--- src/rtl/sound_event_arbiter.sv ---
// Synchronises NUM_CH event lines, latches rising edges as pending requests and plays one
// sound at a time for DURATION cycles, lowest index first. Define SOUND_EVENT_PREEMPT_EN for preemption.
module sound_event_arbiter #(
    parameter int               NUM_CH   = 4,
    parameter int               DUR_W    = 16,
    parameter logic [DUR_W-1:0] DURATION = 16'd50000,
    localparam int              CH_W     = $clog2(NUM_CH)
) (
    input  logic              clk,
    input  logic              nRst,
    input  logic [NUM_CH-1:0] event_i,
    input  logic              mute_i,
    output logic              active_o,
    output logic [CH_W-1:0]   ch_o,
    output logic [NUM_CH-1:0] ch_onehot_o,
    output logic              done_o
);

    typedef enum logic {IDLE = 1'b0, PLAY = 1'b1} state_e;

    state_e            state_q, state_d;
    logic [DUR_W-1:0]  cnt_q, cnt_d;
    logic [CH_W-1:0]   ch_q, ch_d;
    logic [NUM_CH-1:0] pend_q, pend_d;
    logic              done_q, done_d;
    logic [NUM_CH-1:0] sync1_q, sync2_q, prev_q;

    logic [NUM_CH-1:0] rise;
    logic [CH_W-1:0]   sel;
    logic              any_pend;
    logic              grant;

    assign rise     = sync2_q & ~prev_q;
    assign any_pend = |pend_q;

    // Lowest-index pending channel wins; scan downward so the last hit is the smallest index.
    always_comb begin
        sel = '0;
        for (int i = NUM_CH - 1; i >= 0; i--) begin
            if (pend_q[i]) sel = CH_W'(i);
        end
    end

    always_ff @(posedge clk or negedge nRst) begin
        if (!nRst) begin
            state_q <= IDLE;
            cnt_q   <= '0;
            ch_q    <= '0;
            pend_q  <= '0;
            done_q  <= 1'b0;
            sync1_q <= '0;
            sync2_q <= '0;
            prev_q  <= '0;
        end else begin
            state_q <= state_d;
            cnt_q   <= cnt_d;
            ch_q    <= ch_d;
            pend_q  <= pend_d;
            done_q  <= done_d;
            sync1_q <= event_i;
            sync2_q <= sync1_q;
            prev_q  <= sync2_q;
        end
    end

    always_comb begin
        state_d = state_q;
        cnt_d   = cnt_q;
        ch_d    = ch_q;
        done_d  = 1'b0;
        grant   = 1'b0;
        if (mute_i) begin
            state_d = IDLE;
            cnt_d   = '0;
            ch_d    = '0;
        end else begin
            case (state_q)
                IDLE: begin
                    if (any_pend) begin
                        state_d = PLAY;
                        ch_d    = sel;
                        cnt_d   = DURATION - DUR_W'(1);
                        grant   = 1'b1;
                    end
                end
                PLAY: begin
`ifdef SOUND_EVENT_PREEMPT_EN
                    if (any_pend && (sel < ch_q)) begin
                        ch_d  = sel;
                        cnt_d = DURATION - DUR_W'(1);
                        grant = 1'b1;
                    end else
`endif
                    if (cnt_q == '0) begin
                        state_d = IDLE;
                        ch_d    = '0;
                        done_d  = 1'b1;
                    end else begin
                        cnt_d = cnt_q - DUR_W'(1);
                    end
                end
                default: state_d = IDLE;
            endcase
        end
    end

    // A fresh rise beats the grant clear, so a re-triggered channel replays later.
    always_comb begin
        pend_d = '0;
        if (!mute_i) begin
            pend_d = (pend_q & ~(grant ? (NUM_CH'(1) << sel) : '0)) | rise;
        end
    end

    always_comb begin
        active_o    = (state_q == PLAY);
        ch_o        = ch_q;
        ch_onehot_o = (state_q == PLAY) ? (NUM_CH'(1) << ch_q) : '0;
        done_o      = done_q;
    end

endmodule

--- config.mk ---
export PLATFORM = sky130hd
export DESIGN_NAME = sound_event_arbiter
export DESIGN_NICKNAME = d
export VERILOG_FILES = /design/src/rtl/sound_event_arbiter.sv
export SDC_FILE = /design/constraint.sdc
export NUM_CORES = 1
export LEC_CHECK = 0
export CAP_MARGIN = 10
export CORE_MARGIN = 4
export CORE_UTILIZATION = 59
export CTS_BUF_LIST = sky130_fd_sc_hd__clkbuf_4 sky130_fd_sc_hd__clkbuf_8
export DETAILED_ROUTE_END_ITERATION = 8
export HOLD_SLACK_MARGIN = 0.06
export PLACE_DENSITY = 0.81
export SYNTH_ARGS = -nofsm -noshare
export SYNTH_HDL_FRONTEND = slang
export SYNTH_SLANG_ARGS = --single-unit
--- constraint.sdc ---
create_clock -name clk -period 2.5 [get_ports clk]
set_clock_uncertainty 0.15 [all_clocks]
set_input_delay 0.75 -clock clk [delete_from_list [all_inputs] [get_ports clk]]
set_output_delay 0.75 -clock clk [all_outputs]
set_load 0.02 [all_outputs]
-- Word level (Yosys, flattened, before mapping)
Cells that the tools add are included.
Widths: inputs -> output; s select.
- shifts and indexed selects: 2
- equal/unequal tests: 3
- bitwise logic cells: 6
- $add $sub $neg: 1
- reduce and logical (&&, ||, !) cells: 4
- muxes and demuxes: 24
- operators by type and width (operator ; number):
    $mux 16 ; 3
    $pmux 16 s2 ; 1
    $logic_not 16->1 ; 1
    $sub 16x1->16 const B ; 1
    $mux 2 ; 7
    $mux 4 ; 3
    $and 4x4->4 ; 2
    $mux 1 ; 8
    $not 4->4 ; 2
    $shl 1x2->4 const A ; 2
    $ne 3x3->1 const B ; 2
    $or 4x4->4 ; 1
    $pmux 2 s2 ; 1
    $reduce_and 2->1 ; 2
    $reduce_or 4->1 ; 1
    $ne 3x2->1 const B ; 1
    $pmux 1 s2 ; 1
    $not 1->1 ; 1
- register bits: 36
- logic and storage cells: 48
- output and inout port bits: 8
- input bits: 7

-- Depth between registers and ports, before layout
- depth in word-level cells: 10
- depth in mapped cells: 8
- gate-level depth less buffers: 7

-- Worst setup path before layout
No wires, ideal clock.
- kind: reg2out
- from: register state_q, in the netlist active_o
- to: output ch_onehot_o[0]
- buffers on the path: 2
- required time: 1.600 ns
- arrival: 1.618 ns
- cell stages (with the launch flop): 4
- setup slack: -0.018 ns
- cell sequence: dfrtp_1 -> clkbuf_1 -> clkbuf_1 -> nor3b_1
- word-level cells in the longest chain between the ends: 1
- ends and longest elaborated chain (item ; RTL line ; source):
    start, declared ; 21 ; state_e state_q, state_d;
    start signal, assigned ; 55 ; state_q <= state_d;
    $mux 4 ; 118 ; ch_onehot_o = (state_q == PLAY) ? (NUM_CH'(1) << ch_q) : '0;
    end, declared ; 15 ; output logic [NUM_CH-1:0] ch_onehot_o,
No other way between the ends.

-- Worst setup path in the final report
- from: register state_q, in the netlist active_o
- to: output active_o
- RTL lines (item ; RTL line ; source):
    end, declared ; 13 ; output logic active_o,
No word-level cell between the ends.

==> results.txt <==
The count of hold buffers inserted by post-cts repair came out at 0. The maximum count of clock buffers along a single path is 2. The transition time of the tightest slew-check pin came out at 0.523 ns. The cell count along the critical path came out at 1. The clock network power share is 25.1%. The portion of the post-synthesis area used by sequential elements is 54.4%.

The portion of the clock cycle consumed by the worst path in the final layout came out at 91.9%. Data arrives at the worst endpoint at 1.40 ns. The overall routed net length came out at 3550 um. The highest-delay cell along the critical path is sky130_fd_sc_hd__clkdlybuf4s50_1. In this run, synthesis produced a sequential element count of 36.

The share of the core filled with cells in the final layout is 76.7%. The average vias per placed instance is 6.33. The net switching power is 412 uW. Sorting the synthesized cells by area gives the leading types as sky130_fd_sc_hd__dfrtp_1, sky130_fd_sc_hd__a21oi_1, sky130_fd_sc_hd__nor2_1. The count of inserted antenna diode cells came out at 0.

Setup repair after global routing left no endpoint under its margin. In this run the worst setup path begins at active_o$_DFF_PN0_. In this run, the number of DRC markers left after iteration 0 of detailed routing was 116. The largest voltage drop on the vdd net is 0.617 mV. The worst hold path begins at sync1_q[1]$_DFF_PN0_. After clock tree synthesis, the clock-pin slew on the worst setup and hold paths is 0.10 ns. The library cell used most frequently in the layout, excluding fill and tap cells, is sky130_fd_sc_hd__dfrtp_1.

Measured along the y axis, the die boundary spans 61.0 um. The critical path class is register to output pin. The post-route minimum period came out at 2.30 ns. The path class of the tightest hold or removal check is register to register. The final weighted congestion of routability-driven global placement is 0.944. Cell internal power was estimated by the tool at 897 uW. The dominant delay contributor by cell family on the critical path is buffers and inverters. The count of buffers added by post-CTS timing repair for setup came out at 0. The relative slew slack came out at 64.8%. The initial antenna violation count is 0. The row count is 18. Averaged over all synthesized cells, the footprint is 10.1 um^2.

The sum of net half-perimeters after detailed placement came out at 2650 um. The number of synthesized flops with an enable pin is 0. The highest routed metal layer is met4. The total of max-cap violations is 0. The worst hold path stage count came out at 0. The net count of the finished layout is 198. The leading area contributor after synthesis is sky130_fd_sc_hd__dfrtp_1.

The clock tree from TritonCTS is built. The critical path goes through clkdlybuf4s50_1. The number of distinct library cell variants in the gate-level netlist after synthesis came out at 41. The startpoint of the most critical register-to-register path is cnt_q[4]$_DFFE_PN0P_. The total met3 wirelength after detailed routing came out at 176 um. Of the cells placed in the final design, the portion with a size suffix greater than 1 is 17.3%. The remaining design rule violation count is 0. The total number of clock tree sinks came out at 36. The area of the core region is 2570 um^2. The biggest fanout along the worst timing path came out at 8. After synthesis, the largest area contributor takes up 54.4% of total cell area. Pin placement for this block handled 15 I/O pins. The number of setup violations in the final report came out at 0. The cell area after synthesis is 1660 um^2. The first TritonRoute pass finished after 4 iterations.

The first global-routing pass estimated 6180 um of wire. For the worst setup path, the data required time is 1.60 ns. The delay of the slowest cell on the worst path is 0.62 ns. The layout overhead on the synthesized area is 18.9%. The area of the die is 3720 um^2. The total nets after synthesis came out at 172. After synthesis, the share of flip-flops with an asynchronous set or reset is 100%. The areal power density over the cells is 665 nW/um^2.

The routed length on met2 came out at 1760 um. The sequential group share of total power is 52.2%. The post-route antenna net violation count is 0. The maximum level of the CTS H-tree came out at 2. The number of clock buffers inserted by TritonCTS came out at 5. The combinational share of power came out at 22.7%. The final worst hold slack is 0.207 ns.

The leakage power came out at 0.879 nW. The final global-route overflow total came out at 0. The clock root buffer is sky130_fd_sc_hd__clkbuf_4. The fmax came out at 435 MHz. The worst setup path is captured at an output pin.

In this run the tool buffered the top-level ports with 14 buffer cells. The effective utilization at floorplan is 64.5%. Across every metal layer, demand over resource in global routing totals 22.8%. The routed length on met1 is 1510 um. In this run the horizontal extent of the chip is 61.0 um. The number of hold violations in the final report came to 0. The average wire per cell in the routed design came out at 16.1 um. The share of total power consumed by net switching came out at 31.5%.

The number of global-route vias before repair came to 1360. The total buffers and inverters traversed by the critical path is 1. The total vias in the final route came out at 1400. At the later pin of the worst-skew pair, clock insertion delay measures 0.34 ns. After technology mapping, the gate count stands at 164. Measured in cells, the most critical reg-to-reg path has a length of 5. The top cell types in the final layout, fill and taps aside, are sky130_fd_sc_hd__dfrtp_1, sky130_fd_sc_hd__nor2_1, sky130_fd_sc_hd__a21oi_1. The run finished with clean final reports. Yosys printed 0 warnings. The max-slew violation total from the final report came out at 0. For this run, the leading register cell type out of synthesis is sky130_fd_sc_hd__dfrtp_1. The pin count of the biggest net entering global routing came out at 37. STA classifies the critical path startpoint as a register.
[cells in the mapped netlist (all sizes together), types with 2 or more instances]
cell / number
dfrtp: 36
nor2: 19
a21oi: 15
o21ai: 14
nand2: 9
nand2b: 7
clkbuf: 6
and3: 5
nor3: 5
a211oi: 4
a311oi: 4
nand4: 4
nor4: 4
a31oi: 3
inv: 3
nand3: 3
or4: 3
a21o: 2
nor2b: 2
o31ai: 2
[per-layer routing]
| metal | GRT usage (%) | vias up |
|---|---|---|
| li1 | - | 656 |
| met1 | 29.7 | 685 |
| met2 | 36.5 | 46 |
| met3 | 5.11 | 13 |
| met4 | 10.5 | 0 |
| met5 | 0 | - |
[path summary, 6_finish.rpt]
| check | slack (ns) | end |
|---|---|---|
| max reg2reg | 0.23 | cnt_q[11]$_DFFE_PN0P_ |
| max in group asynchronous | 1.22 | active_o$_DFF_PN0_ |
| min | 0.21 | sync2_q[1]$_DFF_PN0_ |
| min in group asynchronous | 0.64 | cnt_q[4]$_DFFE_PN0P_ |
| max | 0.20 | active_o |
| min reg2reg | 0.21 | sync2_q[1]$_DFF_PN0_ |
[power by group through the flow]
| stage | Sequential [mW] | Clock, mW | Combinational [mW] |
|---|---|---|---|
| final | 0.683 | 0.329 | 0.297 |
| after CTS | 0.682 | 0.343 | 0.295 |
| after global routing | 0.691 | 0.369 | 0.328 |
| after detailed placement | 0.692 | 0 | 0.297 |
| after floorplan | 0.687 | 0 | 0.184 |
| after global placement | 0.688 | 0 | 0.281 |
[cells by family (layout without fill, tap and decap cells)]
group | Yosys count | after routing | share of synthesized area, %
buffers and inverters | 10 | 37 | 2.34
flip-flops | 36 | 36 | 54.4
adder cells (fa/ha/maj) | 1 | 1 | 0.756
AO/OA/AOI/OAI | 48 | 48 | 17.8
multiplexers | 1 | 1 | 0.605
AND/OR/NAND/NOR | 67 | 67 | 23.6
XOR/XNOR | 1 | 1 | 0.529
[flip-flops by register name (all words and copies together) (netlist names)]
name      cells
cnt_q        16
pend_q        4
prev_q        4
sync1_q       4
sync2_q       4
ch_o          2
active_o      1
done_o        1
[through the flow]
step,setup TNS [ns],setup WS [ns],total power [mW],area [um^2],std cells
3_3_place_gp,0,0.0578,0.970,1900,213
2_1_floorplan,0,0.168,0.872,1660,164
5_1_grt,0,0.0285,1.39,1970,221
3_5_place_dp,-0.0302,-0.0188,0.989,1900,213
6_report,0,0.203,1.31,1970,221
4_1_cts,0,0.0274,1.32,1960,221
[timing repair]
item / in CTS / in global routing
pin swaps: 0 / 0
gates resized for setup: 5 / 2
endpoints found under the setup margin: 4 / 1
[cell type report]
type                            count  area [um^2]
Inverter                            3         11.3
Sequential cell                    36          905
Clock buffer                        6         51.3
Clock inverter                      2         13.8
Fill cell                         177          599
Timing Repair Buffer               26          229
Multi-Input combinational cell    118          721
Tap cell                           30         37.5
Note: power is estimated with default switching activity, not from simulation.
